<file path="config.mk">
export PLATFORM = sky130hd
export DESIGN_NAME = mem_access
export DESIGN_NICKNAME = d
export VERILOG_FILES = /design/src/rtl/mem_access_pkg.sv /design/src/rtl/mem_access_load_extend.sv /design/src/rtl/mem_access.sv
export SDC_FILE = /design/constraint.sdc
export NUM_CORES = 1
export LEC_CHECK = 0
export CAP_MARGIN = 40
export CELL_PAD_IN_SITES_DETAIL_PLACEMENT = 2
export CELL_PAD_IN_SITES_GLOBAL_PLACEMENT = 2
export CORE_MARGIN = 3
export CORE_UTILIZATION = 25
export DETAILED_ROUTE_END_ITERATION = 8
export GPL_TIMING_DRIVEN = 0
export PLACE_DENSITY_LB_ADDON = 0.1
export REMOVE_ABC_BUFFERS = 1
export SLEW_MARGIN = 20
export SYNTH_ARGS = -nofsm -noshare
export SYNTH_HDL_FRONTEND = slang
export SYNTH_SLANG_ARGS = --single-unit
</file>
<file path="constraint.sdc">
create_clock -name clk -period 2.5 [get_ports clk]
set_input_delay 0.25 -clock clk [delete_from_list [all_inputs] [get_ports clk]]
set_output_delay 0.25 -clock clk [all_outputs]
set_load 0.005 [all_outputs]
</file>
<file path="src/rtl/mem_access_pkg.sv">
// Shared definitions for the MEM stage: op encodings, NOP constants, FSM states
// and per-op helpers used by the byte-serial access engine.
package mem_access_pkg;

    localparam int MemOpBus = 4;

    localparam logic [MemOpBus-1:0] MEM_NOP = 4'd0;
    localparam logic [MemOpBus-1:0] MEM_LB  = 4'd1;
    localparam logic [MemOpBus-1:0] MEM_LH  = 4'd2;
    localparam logic [MemOpBus-1:0] MEM_LW  = 4'd3;
    localparam logic [MemOpBus-1:0] MEM_LBU = 4'd4;
    localparam logic [MemOpBus-1:0] MEM_LHU = 4'd5;
    localparam logic [MemOpBus-1:0] MEM_SB  = 4'd6;
    localparam logic [MemOpBus-1:0] MEM_SH  = 4'd7;
    localparam logic [MemOpBus-1:0] MEM_SW  = 4'd8;

    localparam logic [4:0]  NOPAddr  = 5'd0;
    localparam logic [31:0] ZeroWord = 32'd0;
    localparam logic        True     = 1'b1;
    localparam logic        False    = 1'b0;

    typedef enum logic [1:0] {
        S_IDLE,
        S_ACCESS,
        S_WAIT,
        S_DONE
    } mem_state_e;

    function automatic logic is_store(input logic [MemOpBus-1:0] op);
        return (op == MEM_SB) || (op == MEM_SH) || (op == MEM_SW);
    endfunction

    // Index of the final byte of an access (bytes per access minus one).
    function automatic logic [1:0] last_idx(input logic [MemOpBus-1:0] op);
        logic [1:0] idx;
        case (op)
            MEM_LB, MEM_LBU, MEM_SB: idx = 2'd0;
            MEM_LH, MEM_LHU, MEM_SH: idx = 2'd1;
            default:                 idx = 2'd3;
        endcase
        return idx;
    endfunction

endpackage

</file>
<file path="src/rtl/mem_access_load_extend.sv">
// Combinational load formatter: turns the little-endian byte buffer into the
// register write value, sign- or zero-extending byte and halfword loads.
module load_extend
    import mem_access_pkg::*;
(
    input  logic [31:0]         buf_i,
    input  logic [MemOpBus-1:0] op_i,
    output logic [31:0]         data_o
);

    always_comb begin
        data_o = ZeroWord;
        case (op_i)
            MEM_LB:  data_o = {{24{buf_i[7]}}, buf_i[7:0]};
            MEM_LBU: data_o = {24'd0, buf_i[7:0]};
            MEM_LH:  data_o = {{16{buf_i[15]}}, buf_i[15:0]};
            MEM_LHU: data_o = {16'd0, buf_i[15:0]};
            MEM_LW:  data_o = buf_i;
            default: data_o = ZeroWord;
        endcase
    end

endmodule

</file>
<file path="src/rtl/mem_access.sv">
// MEM pipeline stage: runs loads/stores one byte at a time over the 8-bit
// arbiter port, stalling the pipeline until the result is ready.
module mem_access
    import mem_access_pkg::*;
#(
    parameter int ADDR_W = 32
) (
    input  logic                clk,
    input  logic                rst,
    input  logic                mem_clear,
    input  logic                stall_in,
    input  logic [4:0]          ex_wd,
    input  logic                ex_wreg,
    input  logic [31:0]         ex_wdata,
    input  logic [MemOpBus-1:0] ex_mem_op,
    input  logic [ADDR_W-1:0]   ex_mem_addr,
    input  logic [31:0]         ex_mem_sdata,
    input  logic                mem_gnt,
    input  logic [7:0]          mem_rbyte,
    output logic                mem_req,
    output logic                mem_rw,
    output logic [ADDR_W-1:0]   mem_addr,
    output logic [7:0]          mem_wbyte,
    output logic                stall_req,
    output logic [4:0]          mem_wd,
    output logic                mem_wreg,
    output logic [31:0]         mem_wdata
);

    mem_state_e          state_q, state_d;
    logic [1:0]          k_q, k_d;
    logic                rd_pend_q, rd_pend_d;
    logic [1:0]          rd_idx_q, rd_idx_d;
    logic                start;
    logic                flush;

    logic [MemOpBus-1:0] op_q;
    logic [ADDR_W-1:0]   addr_q;
    logic [31:0]         sdata_q;
    logic [4:0]          wd_q;
    logic                wreg_q;
    logic [31:0]         buf_q;
    logic [31:0]         ext_data;

    assign flush = mem_clear | rst;

    load_extend u_load_extend (
        .buf_i  (buf_q),
        .op_i   (op_q),
        .data_o (ext_data)
    );

    always_ff @(posedge clk) begin
        if (rst) begin
            state_q   <= S_IDLE;
            k_q       <= 2'd0;
            rd_pend_q <= False;
            rd_idx_q  <= 2'd0;
        end else begin
            state_q   <= state_d;
            k_q       <= k_d;
            rd_pend_q <= rd_pend_d;
            rd_idx_q  <= rd_idx_d;
        end
    end

    // A read byte arrives the cycle after its grant; rd_pend/rd_idx remember where it goes.
    always_ff @(posedge clk) begin
        if (start) begin
            op_q    <= ex_mem_op;
            addr_q  <= ex_mem_addr;
            sdata_q <= ex_mem_sdata;
            wd_q    <= ex_wd;
            wreg_q  <= ex_wreg;
            buf_q   <= ZeroWord;
        end else if (rd_pend_q) begin
            buf_q[{rd_idx_q, 3'b000} +: 8] <= mem_rbyte;
        end
    end

    always_comb begin
        state_d   = state_q;
        k_d       = k_q;
        rd_pend_d = False;
        rd_idx_d  = rd_idx_q;
        start     = False;
        mem_req   = False;
        mem_rw    = False;
        mem_addr  = '0;
        mem_wbyte = 8'd0;
        stall_req = False;
        mem_wd    = NOPAddr;
        mem_wreg  = False;
        mem_wdata = ZeroWord;

        case (state_q)
            S_IDLE: begin
                if (ex_mem_op == MEM_NOP) begin
                    mem_wd    = ex_wd;
                    mem_wreg  = ex_wreg;
                    mem_wdata = ex_wdata;
                end else begin
                    stall_req = True;
                    start     = True;
                    state_d   = S_ACCESS;
                    k_d       = 2'd0;
                end
            end
            S_ACCESS: begin
                stall_req = True;
                mem_req   = True;
                mem_rw    = is_store(op_q);
                mem_addr  = addr_q + {{(ADDR_W-2){1'b0}}, k_q};
                mem_wbyte = sdata_q[{k_q, 3'b000} +: 8];
                if (mem_gnt) begin
                    rd_pend_d = !is_store(op_q);
                    rd_idx_d  = k_q;
                    k_d       = k_q + 2'd1;
                    if (k_q == last_idx(op_q)) begin
                        k_d     = 2'd0;
                        state_d = is_store(op_q) ? S_DONE : S_WAIT;
                    end
                end
            end
            S_WAIT: begin
                stall_req = True;
                state_d   = S_DONE;
            end
            S_DONE: begin
                if (!is_store(op_q)) begin
                    mem_wd    = wd_q;
                    mem_wreg  = wreg_q;
                    mem_wdata = ext_data;
                end
                if (!stall_in) begin
                    state_d = S_IDLE;
                end
            end
            default: state_d = S_IDLE;
        endcase

        // Flush wins over everything, including a grant in the same cycle.
        if (flush) begin
            state_d   = S_IDLE;
            k_d       = 2'd0;
            rd_pend_d = False;
            start     = False;
            mem_req   = False;
            mem_rw    = False;
            mem_addr  = '0;
            mem_wbyte = 8'd0;
            stall_req = False;
            mem_wd    = NOPAddr;
            mem_wreg  = False;
            mem_wdata = ZeroWord;
        end
    end

endmodule
</file>
Word level (Yosys, flattened, before mapping)
Index checks and enable logic that the tools add are counted.

Reductions and logical operators: 14. Muxes and demuxes: 40. Shift-type cells: 3. Eq/ne operators: 16. Add/sub/neg operators: 3. Bitwise logic cells: 3.

Operator list (number): 2-to-1 mux 32 bit (5); one-hot mux 32 bit (5 select lines) (1); one-hot mux 32 bit (2 select lines) (1); adder 32 x 2 -> 32 bit (1); bitwise mux 32 bit (1); variable shift 8 x 7 -> 32 bit (first input constant) (1); variable part select 32 x 6 -> 8 bit (1); variable part select 8 x 7 -> 32 bit (1); 2-to-1 mux 2 bit (9); equality test 4 x 3 -> 1 bit (second input constant) (4); 2-to-1 mux 8 bit (2); 2-to-1 mux 5 bit (3); 2-to-1 mux 1 bit (12); one-hot mux 5 bit (2 select lines) (1); equality test 4 x 2 -> 1 bit (second input constant) (2); != test 2 bit (second input constant) (4); one-hot mux 2 bit (2 select lines) (2); one-hot mux 2 bit (4 select lines) (1); negation 5 -> 7 bit (1); OR reduction 3 bit (2); equality test 2 bit (second input constant) (2); equality test 4 x 1 -> 1 bit (second input constant) (1); equality test 4 bit (second input constant) (1); zero test 4 bit (1); 15 further kinds (19).

Logic and storage cells: 89. Register bits after elaboration: 113. Output and inout bits: 81. Input bits: 119.

Longest topological paths before layout
Gate-level depths: netlist of the first run.

Depth in word-level cells: 9. Depth in mapped cells: 7. Depth with buffers taken out: 7.

By module
A second synthesis of the first run with hierarchy kept.

Cells, all modules: 541. Area total of the unflattened synthesis: 5913.2 um^2.

By module, submodules not included: mem_access (times used 1, cells each 494, seq. area each 3002.9 um^2, area an instance 5536.6 um^2); load_extend (times used 1, cells each 47, seq. area each 0.0 um^2, area an instance 376.6 um^2).

Worst setup path after synthesis of the first run
No wires, ideal clock.

Path type: register to register. From: reg state_q[0]. To: reg addr_q[0] (enable). Arrival: 1.914 ns. Period minus slack after synthesis: 2.315 ns. Cell stages (with the launch flop): 6. Data required time: 2.098 ns. Setup time: 0.402 ns. Buffers on the path: 2. Slack: 0.185 ns. Path through: dfxtp_1 inv_1 ha_1 and3_1 clkbuf_1 buf_2.

Word-level cells in the longest chain between the ends: 3.

Ends and longest elaborated chain: start: declaration (RTL line mem_access.sv:30) `mem_state_e state_q, state_d;`; start signal: assignment (RTL line mem_access.sv:60) `state_q <= state_d;`; zero test 2 bit (RTL line mem_access.sv:96) `case (state_q)`; 2-to-1 mux 1 bit (RTL line mem_access.sv:96); 2-to-1 mux 1 bit (RTL line mem_access.sv:143) `if (flush) begin`; via start (RTL line mem_access.sv:34) `logic start;`; end signal: assignment (RTL line mem_access.sv:71) `addr_q <= ex_mem_addr;`; end: declaration (RTL line mem_access.sv:38) `logic [ADDR_W-1:0] addr_q;`.

The timed path passes the listed nets, and every way through them passes these cells. A chain may end at the register's enable or synchronous reset.

Worst setup path in the final report of the first run
From: reg addr_q[12]. To: out mem_addr[31].

Word-level cells in the longest chain between the ends: 3.

Ends and longest elaborated chain: adder 32 x 2 -> 32 bit (RTL line mem_access.sv:113) `mem_addr = addr_q + {{(ADDR_W-2){1'b0}}, k_q};`; 2-to-1 mux 32 bit (RTL line mem_access.sv:96); 2-to-1 mux 32 bit (RTL line mem_access.sv:143); end: declaration (RTL line mem_access.sv:22) `output logic [ADDR_W-1:0] mem_addr,`.

Every way passes these cells.

==> results.py, run 1 <==
metrics = {
    "status": {
        "status": "finished with violations",
        "violations": "setup timing",
    },
    "yosys": {
        "netlist_area_um2": 5720,
        "yosys_warnings": 0,
        "ys.flop_type": "edfxtp_1",
        "post_synth_inst_count": 554,
        "ys_ff_latch": 113,
        "synth_edf_count": 74,
        "post-synth-top-area-cell": "edfxtp_1",
        "async_reset_ff_share_pct": 0,
        "ys_seq_area_share_pct": 52.5,
        "yosysMostFrequentCell": "nor2_1",
        "ys_types": 51,
        "synth_area_leaders": "edfxtp_1 (39%), dfxtp_1 (14%), a22oi_1 (6.0%), nor2_1 (5.3%), nand2_1 (4.7%)",
        "syn_area_per_cell_um2": 10.3,
        "synth_common_cells": "nor2_1 (80), edfxtp_1 (74), nand2_1 (72), a22oi_1 (46), dfxtp_1 (39)",
        "synth_top_area_share_pct": 38.9,
    },
    "setup_path": {
        "cp_num_buf_inv": 3,
        "worstSetupPathType": "flop to output pin",
        "critical_path.top_delay_family": "simple AND/OR/NAND/NOR gates",
        "end_kind": "output pin",
        "endpoint": "mem_addr[31]",
        "worstPathRequired_ns": 2.25,
        "reg2regPathDepth": 5,
        "max_stage_delay_ns": 0.43,
        "critPathLaunch": "addr_q[12]",
        "cp_cell_sequence": "nand4_1 -> nor4_4 -> buf_4 -> nand3_4 -> buf_6 -> or4_1 -> o21ai_1 -> buf_2",
        "crit_fanout": 4,
        "reg2reg_to": "buf_q[15]",
        "worst_r2r_startpoint": "rd_idx_q[0]",
        "crit_cells": 8,
        "startpoint_type": "flop",
        "rrSetupSlack_ns": 0.25,
        "slowest_stage": "edfxtp_1",
        "arrival_ns": 2.43,
    },
    "die": {
        "row_count": 54,
        "die_h_um": 157,
        "dieArea_um2": 24700,
        "die_w_um": 157,
        "start_util_pct": 25.8,
        "design.core.area_um2": 22200,
        "ios": 200,
    },
    "detailed_routing": {
        "drt_iter0_drc": 226,
        "drc_errors": 0,
        "first_pass_iters": 4,
        "drt_wl_total_um": 24900,
        "ant_nets": 0,
        "wl_per_cell_um": 21.8,
        "vias_per_cell": 5.01,
        "num_vias": 5729,
    },
    "finish": {
        "drive_above_1_share_pct": 35.0,
        "utilization_pct": 44.2,
        "areaGrowthSynthToFinish_pct": 71.3,
        "final_nets": 981,
        "final_area_um2": 9790,
        "diodes": 0,
    },
    "place": {
        "port-buffer-count": 199,
        "dp_hpwl_um": 14900,
        "place_area_um2": 8030,
        "place_congestion": 0.750,
        "dp_slack_ns": -1.19,
    },
    "clocking": {
        "worstSkewPairLatency_ns": 0.42,
        "cts_root_buf": "clkbuf_16",
        "htree_levels": 4,
        "cts.path.max_buffers": 2,
        "cts_tree": "yes",
        "cts_sinks": 113,
        "clkTransAtPathRegs_ns": 0.06,
        "numCtsBuffers": 17,
    },
    "global_route": {
        "grt_busiest_layer": "met2",
        "use_met3_pct": 3.85,
        "grt_pass1_vias": 6270,
        "gr-total-overflow": 0,
        "grt_max_degree": 60,
        "grt_pass1_wl_um": 36500,
        "gr-usage-met2_pct": 34.9,
        "grt_antenna_before_repair": 0,
        "met1_usage_pct": 23.5,
        "grt_usage_pct": 19.3,
    },
    "timing": {
        "period_minus_slack_ns": 2.68,
        "relSlewSlack_pct": 43.1,
        "worst_pin_slew_ns": 0.851,
        "rsz0062_at_grt": "yes",
        "setup_slack_ns": -0.181,
        "finalSetupViolations": 27,
        "drv_slew": 0,
        "finalHoldViolations": 0,
        "finalCritPeriodShare_pct": 107,
        "skew_ns": 0.0101,
        "clock.fmax_ghz": 0.373,
    },
    "pwr": {
        "internal_power_uw": 3800,
        "seq_power_share_pct": 41.4,
        "p_total_uw": 5140,
        "p_leak_uw": 0.00370,
        "peakVddDrop_mv": 0.377,
        "p_switching_uw": 1330,
        "pwr-share-comb_pct": 12.2,
        "power_density_nw_per_um2": 525,
        "clockPowerShare_pct": 46.4,
        "switching_share_pct": 26.0,
    },
    "run": {
        "drv_cap": 0,
    },
    "hold_path": {
        "holdCritPathClass": "primary input to flop",
    },
}
==> cells by family after synthesis <==
kind of cell	share of synthesized area, %
AND/OR/NAND/NOR	20.1
AO/OA/AOI/OAI	14.2
flip-flops	52.5
buffers and inverters	2.95
XOR/XNOR	4.14
adder cells (fa/ha/maj)	2.76
multiplexers	3.33
==> metal layers <==
layer | part of all wire [%] | wire length [um]
met5 | 0 | 0
met4 | 1.2 | 299
met3 | 4.0 | 999
met2 | 53 | 13100
met1 | 42 | 10400
==> area by class of cell <==
type	instances	area (um^2)
Fill cell	2307	12400
Multi-Input combinational cell	405	3050
Sequential cell	113	3020
Timing Repair Buffer	305	2760
Clock buffer	17	425
Tap cell	280	350
Clock inverter	15	150
Inverter	8	38.8
==> how the worst min path moves through the flow <==
stage / start / to / slack (ns) / depth (start not counted)
after floorplan: rst / rd_idx_q[0] / 0.32 / 1
after global placement: buf_q[22] / buf_q[22] / 0.49 / 2
after detailed placement: buf_q[18] / buf_q[18] / 0.51 / 2
after CTS: ex_mem_sdata[12] / sdata_q[12] / 0.36 / 1
after global routing: ex_mem_sdata[7] / sdata_q[7] / 0.36 / 1
final: ex_mem_sdata[12] / sdata_q[12] / 0.38 / 1
==> through the flow <==
step	hold WS (ns)	setup TNS, ns	instances
floorplan	0.319	-106.39	523
global placement	0.492	-440.51	1002
detailed placement	0.509	-63.27	1007
CTS	0.357	-2.50	1113
global route	0.358	-5.90	1143
finish	0.376	-1.26	1143
==> power groups by stage <==
stage / logic [uW] / registers (uW) / clock network (uW)
floorplan: 164 / 2160 / 0
global placement: 452 / 2170 / 0
detailed placement: 487 / 2170 / 0
CTS: 579 / 2120 / 2430
global route: 676 / 2130 / 2530
finish: 629 / 2130 / 2380
==> worst reg2reg max path, delay by kind of cell, from the launching register on <==
| kind | cells | cell delay [ns] |
|---|---|---|
| flops | 1 | 0.48 |
| fa+ha+maj | 1 | 0.40 |
| simple gates | 2 | 0.91 |
| compound gates | 1 | 0.19 |
| buf+inv | 1 | 0.19 |
==> state kept, by name (all words and copies together), names as in the netlist <==
register   cells
op_q           4
wreg_q         1
addr_q        32
buf_q         32
rd_pend_q      1
sdata_q       32
wd_q           5
state_q        2
k_q            2
rd_idx_q       2
==> layout by cell type (no fill, tap or decap), types with 10 or more instances in the layout <==
cell type,count
clkdlybuf4s50_1,127
nor2_1,77
edfxtp_1,74
nand2_1,65
buf_4,58
buf_2,47
buf_6,40
dfxtp_1,35
a22oi_1,34
xor2_1,21
a21oi_2,18
a21o_1,17
clkbuf_16,17
a21oi_1,15
and3_1,12
a22oi_2,12
nand4_1,10
==> what timing repair did <==
action	4_1_cts	5_1_grt
endpoints found under the setup margin	80	70
pin swaps	52	55
buffers inserted	72	40
hold buffers	0	0
resized for setup	273	128
gates cloned	3	0
Note: power is estimated with default switching activity, not from simulation.
==> run 2: changes to the inputs <==
- SYNTH_HIERARCHICAL: not set -> 1
==> run 2 against run 1 <==
The run still ends with setup timing left. Sequential share of layout area down 0.27 points. Clock power up 8.8%. Non-clock buffer count down 15. Via count down 4.9%. Worst setup slack better by 0.078 ns. Critical path depth up 3. Worst hold slack better by 0.013 ns. Total power up 4.7%. Synthesized cell count down 2.3%. Wire length down 7.5%. Clock skew down 0.0013 ns. Sequential power about the same.
==> results.py, run 2 <==
metrics = {
    "clocking": {
        "numCtsBuffers": 17,
        "cts_root_buf": "clkbuf_16",
        "clkTransAtPathRegs_ns": 0.06,
        "cts.path.max_buffers": 2,
        "cts_tree": "yes",
        "worstSkewPairLatency_ns": 0.41,
        "htree_levels": 4,
        "cts_hold_buffers": 0,
        "cts_sinks": 113,
    },
    "detailed_routing": {
        "wl_per_cell_um": 20.1,
        "vias_per_cell": 4.75,
        "drt_wl_total_um": 23000,
        "drt_iter0_drc": 187,
        "num_vias": 5447,
        "ant_nets": 0,
        "drc_errors": 0,
        "first_pass_iters": 4,
    },
    "timing": {
        "finalHoldViolations": 0,
        "skew_ns": 0.00885,
        "period_minus_slack_ns": 2.60,
        "finalCritPeriodShare_pct": 104,
        "rsz0062_at_grt": "yes",
        "relSlewSlack_pct": 46.0,
        "finalSetupViolations": 7,
        "drv_slew": 0,
        "clock.fmax_ghz": 0.384,
        "fin_tns_setup_ns": -0.283,
        "worst_pin_slew_ns": 0.808,
        "setup_slack_ns": -0.103,
    },
    "pwr": {
        "p_leak_uw": 0.00388,
        "peakVddDrop_mv": 0.376,
        "p_total_uw": 5380,
        "power_density_nw_per_um2": 546,
    },
    "setup_path": {
        "slowest_stage": "edfxtp_1",
        "worstSetupPathType": "flop to output pin",
        "arrival_ns": 2.35,
        "reg2regPathDepth": 5,
        "cp_cell_sequence": "buf_6 -> fa_2 -> nand2_4 -> nor4_4 -> buf_6 -> buf_6 -> buf_6 -> nand4_1 -> xor2_1 -> nor2_2 -> buf_2",
        "max_stage_delay_ns": 0.44,
        "crit_top_cell": "buf_6",
        "crit_fanout": 3,
        "startpoint_type": "flop",
        "worstPathRequired_ns": 2.25,
        "end_kind": "output pin",
    },
    "finish": {
        "final_common_cell": "clkdlybuf4s50_1",
        "final_nets": 952,
        "areaGrowthSynthToFinish_pct": 66.7,
        "diodes": 0,
        "top_regs": "addr_q: 32 flops, buf_q: 32 flops, sdata_q: 32 flops",
        "drive_above_1_share_pct": 33.8,
        "layout_common_cells": "clkdlybuf4s50_1 (129), nor2_1 (102), edfxtp_1 (74), buf_4 (54), a22oi_1 (50)",
    },
    "yosys": {
        "ys.flop_type": "edfxtp_1",
        "synth_edf_count": 74,
        "ys_types": 56,
        "netlist_area_um2": 5910,
        "async_reset_ff_share_pct": 0,
        "ys_seq_area_share_pct": 50.8,
        "ys_ff_latch": 113,
        "synth_top_area_share_pct": 37.6,
        "syn_area_per_cell_um2": 10.9,
        "synth_common_cells": "nor2_1 (108), edfxtp_1 (74), a22oi_1 (70), dfxtp_1 (39), nand2_1 (27)",
        "post-synth-top-area-cell": "edfxtp_1",
        "yosys_warnings": 6,
        "synth_area_leaders": "edfxtp_1 (38%), dfxtp_1 (13%), a22oi_1 (8.9%), nor2_1 (6.9%), mux4_2 (3.0%)",
        "yosysMostFrequentCell": "nor2_1",
        "post_synth_inst_count": 541,
    },
    "global_route": {
        "grt_max_degree": 39,
        "gr-total-overflow": 0,
        "grt_pass1_vias": 6243,
        "grt_pass1_wl_um": 35300,
        "grt_usage_pct": 17.5,
        "grt_antenna_before_repair": 0,
    },
    "place": {
        "place_congestion": 0.763,
        "dp_hpwl_um": 15000,
        "port-buffer-count": 199,
    },
    "hold_path": {
        "whs_path_depth": 1,
        "holdCritPathClass": "primary input to flop",
    },
    "run": {
        "drv_cap": 0,
    },
    "die": {
        "start_util_pct": 25.8,
        "die_h_um": 160,
        "dieArea_um2": 25500,
        "die_w_um": 160,
        "row_count": 55,
        "ios": 200,
        "design.core.area_um2": 22900,
    },
    "status": {
        "violations": "setup timing",
        "status": "finished with violations",
    },
}
==> run 2: cell types whose count changed in the layout (fill, tap and decap cells not counted), sizes merged, moves of 5 or more <==
| cell | delta |
|---|---|
| buf | -46 |
| nand2 | -45 |
| clkbuf | +33 |
| a21oi | -30 |
| nor2 | +30 |
| a22oi | +24 |
| o21ai | -12 |
| and2 | +10 |
| a21o | +8 |
| xnor2 | +8 |
| nor3 | -7 |
| nor4 | +7 |
| or3 | -5 |
| xor2 | -5 |
==> run 2: final timing paths <==
| path | from | slack (ns) | to |
|---|---|---|---|
| max | addr_q[1] | -0.10 | mem_addr[16] |
| min | ex_mem_sdata[19] | 0.39 | sdata_q[19] |
| max reg2reg | rd_idx_q[0] | 0.32 | buf_q[8] |
| min reg2reg | rd_idx_q[1] | 0.51 | rd_idx_q[1] |
==> run 2: worst max-delay path: cells and delay by family (launching register included) <==
family                     cells  cell delay (ns)
xor gates and xnor gates       1             0.20
and+or+nand+nor                4             0.28
adders and majority gates      1             0.40
DFF                            1             0.44
buffers and inverters          5             0.63
==> run 2: per-layer routing <==
metal,vias to the layer above,part of all wire (%),GRT usage (%)
li1,2572,-,-
met1,2718,42,21.1
met2,135,53,31.6
met3,22,4.1,3.89
met4,0,1.4,4.14
met5,-,0,0
==> run 2: final cells by class <==
type	instances	area [um^2]
fill	2361	13100
multi-input combinational	390	3180
sequential	113	3010
timing repair buffer	290	2610
clock buffer	17	425
tap	313	392
clock inverter	15	208
inverter	9	33.8
==> run 2: stage by stage <==
step	utilization [%]	cells	hold WS [ns]	setup slack (ns)	instance area, um^2
final	43.0	1147	0.389	-0.103	9860
after global routing	43.0	1147	0.367	-0.217	9860
after CTS	42.1	1130	0.370	-0.158	9640
after detailed placement	36.3	1038	0.507	-0.861	8310
after global placement	35.5	1024	0.488	-9.03	8130
after floorplan	-	512	0.319	-5.44	5750
==> run 2: what timing repair did <==
action	4_1_cts	5_1_grt
resized for setup	181	147
gates cloned	3	0
buffers inserted	58	20
pin swaps	32	45
endpoints found under the setup margin	81	99
==> run 2: cell families after synthesis <==
family,synth area share [%]
xor gates and xnor gates,4.44
AOI/OAI and AO/OA,14.4
and+or+nand+nor,20.6
adders and majority gates,2.67
buffers and inverters,3.41
DFF,50.8
muxes,3.72
==> run 2: where the power goes <==
| part | internal (uW) | switching (uW) | leakage, uW | total, uW |
|---|---|---|---|---|
| Sequential | 2080 | 56.2 | 0.00100 | 2140 |
| Clock | 1680 | 914 | 0.000296 | 2590 |
| Combinational | 356 | 297 | 0.00258 | 653 |
==> run 3: changes to the inputs <==
- SLEW_MARGIN: 20 -> not set
==> run 3 against run 2 <==
Sequential share of layout area increased by 0.36 points. Worst setup slack improved by 0.018 ns. Clock skew decreased by 0.00090 ns. Cell area decreased by 1.2%. Combinational power increased by 1%. Global-route usage increased by 0.30 points. First-iteration DRC count increased by 20%. Critical path type unchanged. The flow still finishes with violations (setup timing).
==> results.py, run 3 (same netlist as run 2, synthesis figures left out) <==
metrics = {
    "status": {
        "status": "finished with violations",
        "violations": "setup timing",
    },
    "timing": {
        "period_minus_slack_ns": 2.58,
        "setup_slack_ns": -0.0846,
        "timing.hold.ws_ns": 0.387,
        "clock.fmax_ghz": 0.387,
        "drv_slew": 0,
        "worst_pin_slew_ns": 0.879,
        "relSlewSlack_pct": 40.9,
        "finalSetupViolations": 10,
        "rsz0062_at_grt": "yes",
        "skew_ns": 0.00796,
        "finalHoldViolations": 0,
        "finalCritPeriodShare_pct": 103,
    },
    "die": {
        "ios": 200,
        "row_count": 55,
        "start_util_pct": 25.8,
        "die_h_um": 160,
        "die_w_um": 160,
        "dieArea_um2": 25500,
        "design.core.area_um2": 22900,
    },
    "clocking": {
        "cts_root_buf": "clkbuf_16",
        "numCtsBuffers": 17,
        "cts_tree": "yes",
        "cts.path.max_buffers": 2,
        "clkTransAtPathRegs_ns": 0.06,
        "worstSkewPairLatency_ns": 0.42,
        "cts_sinks": 113,
        "htree_levels": 4,
    },
    "setup_path": {
        "worstPathRequired_ns": 2.25,
        "crit_fanout": 3,
        "startpoint_type": "flop",
        "end_kind": "output pin",
        "worstSetupPathType": "flop to output pin",
        "arrival_ns": 2.33,
    },
    "finish": {
        "drive_above_1_share_pct": 31.3,
        "final_common_cell": "clkdlybuf4s50_1",
        "layout_common_cells": "clkdlybuf4s50_1 (130), nor2_1 (104), edfxtp_1 (74), buf_4 (57), a22oi_1 (50)",
        "utilization_pct": 42.5,
        "diodes": 0,
        "top_regs": "addr_q: 32 flops, buf_q: 32 flops, sdata_q: 32 flops",
        "final_nets": 950,
        "areaGrowthSynthToFinish_pct": 64.7,
        "stdcell_count": 1145,
        "final_area_um2": 9740,
    },
    "global_route": {
        "grt_max_degree": 25,
        "gr-total-overflow": 0,
        "grt_busiest_layer": "met2",
        "grt_pass1_wl_um": 35500,
        "grt_pass1_vias": 6214,
        "use_met3_pct": 4.20,
        "grt_usage_pct": 17.8,
        "grt_antenna_before_repair": 0,
        "met1_usage_pct": 21.6,
        "gr-usage-met2_pct": 31.8,
    },
    "detailed_routing": {
        "vias_per_cell": 4.78,
        "drt_wl_total_um": 23800,
        "num_vias": 5472,
        "drc_errors": 0,
        "wl_per_cell_um": 20.7,
        "first_pass_iters": 4,
        "drt_iter0_drc": 225,
        "ant_nets": 0,
    },
    "pwr": {
        "power_density_nw_per_um2": 561,
        "peakVddDrop_mv": 0.369,
        "seq_power_share_pct": 39.1,
        "clockPowerShare_pct": 48.8,
        "pwr-share-comb_pct": 12.1,
        "p_switching_uw": 1270,
        "internal_power_uw": 4200,
        "p_leak_uw": 0.00389,
        "switching_share_pct": 23.2,
    },
    "place": {
        "port-buffer-count": 199,
        "place_congestion": 0.763,
        "place_area_um2": 8280,
        "dp_hpwl_um": 15000,
        "dp_cells": 1037,
        "dp_slack_ns": -0.870,
    },
    "run": {
        "drv_cap": 0,
    },
    "hold_path": {
        "holdCritPathClass": "primary input to flop",
    },
}
-- run 3: cell types whose count changed in the layout (fill, tap and decap cells not counted), sizes merged, moves of 3 or more --
cell	delta
clkbuf	-21
dlygate4sd2	+8
and2	+6
buf	+3
-- run 3: worst paths after layout --
| check | cells past startpoint | slack (ns) | start | endpoint |
|---|---|---|---|---|
| setup / recovery | 11 | -0.08 | k_q[0] | mem_addr[16] |
| hold / removal | 1 | 0.39 | ex_mem_sdata[5] | sdata_q[5] |
| setup reg to reg | 8 | 0.16 | state_q[1] | sdata_q[0] |
| hold reg to reg | 2 | 0.51 | buf_q[3] | buf_q[3] |
-- run 3: final cells by class --
type / instances / area [um^2]
fill: 2351 / 13200
multi-input combinational: 396 / 3130
sequential: 113 / 3010
timing repair buffer: 282 / 2530
clock buffer: 17 / 425
tap: 313 / 392
clock inverter: 15 / 215
inverter: 9 / 33.8
-- run 3: worst max-delay path: stages (launching register included) --
cell and delay, ns:
dfxtp_4 0.38, ha_4 0.15, fa_2 0.25, nand2_4 0.07, nor4_4 0.30, buf_6 0.15, buf_6 0.10, buf_6 0.09
nand4_1 0.08, xor2_1 0.16, nor2_2 0.08, buf_2 0.11
-- run 3: repair_timing --
action                     4_1_cts  5_1_grt
pin swaps                       32       54
hold endpoints to repair         0        0
buffers inserted                50       22
hold buffers                     0        0
cloned                           4        4
gates resized for setup        209       91
setup endpoints to repair       81       69
-- run 3: power groups by stage --
stage | combinational, uW | clock, uW | sequential, uW
4_1_cts | 613 | 2730 | 2130
3_5_place_dp | 539 | 0 | 2180
6_report | 660 | 2670 | 2140
3_3_place_gp | 486 | 0 | 2200
2_1_floorplan | 187 | 0 | 2180
5_1_grt | 715 | 2820 | 2150
-- run 3: through the flow --
step / power [uW] / setup TNS (ns)
2_1_floorplan: 2370 / -570.49
3_3_place_gp: 2690 / -1060.19
3_5_place_dp: 2720 / -53.17
4_1_cts: 5470 / -0.406
5_1_grt: 5680 / -3.66
6_report: 5470 / -0.436
-- run 3: metal layers --
layer	up-vias	share of wire, %	wire, um
met5	-	0	0
met4	0	1.1	258
met3	18	4.6	1090
met2	152	52	12300
met1	2724	43	10100
li1	2578	-	-
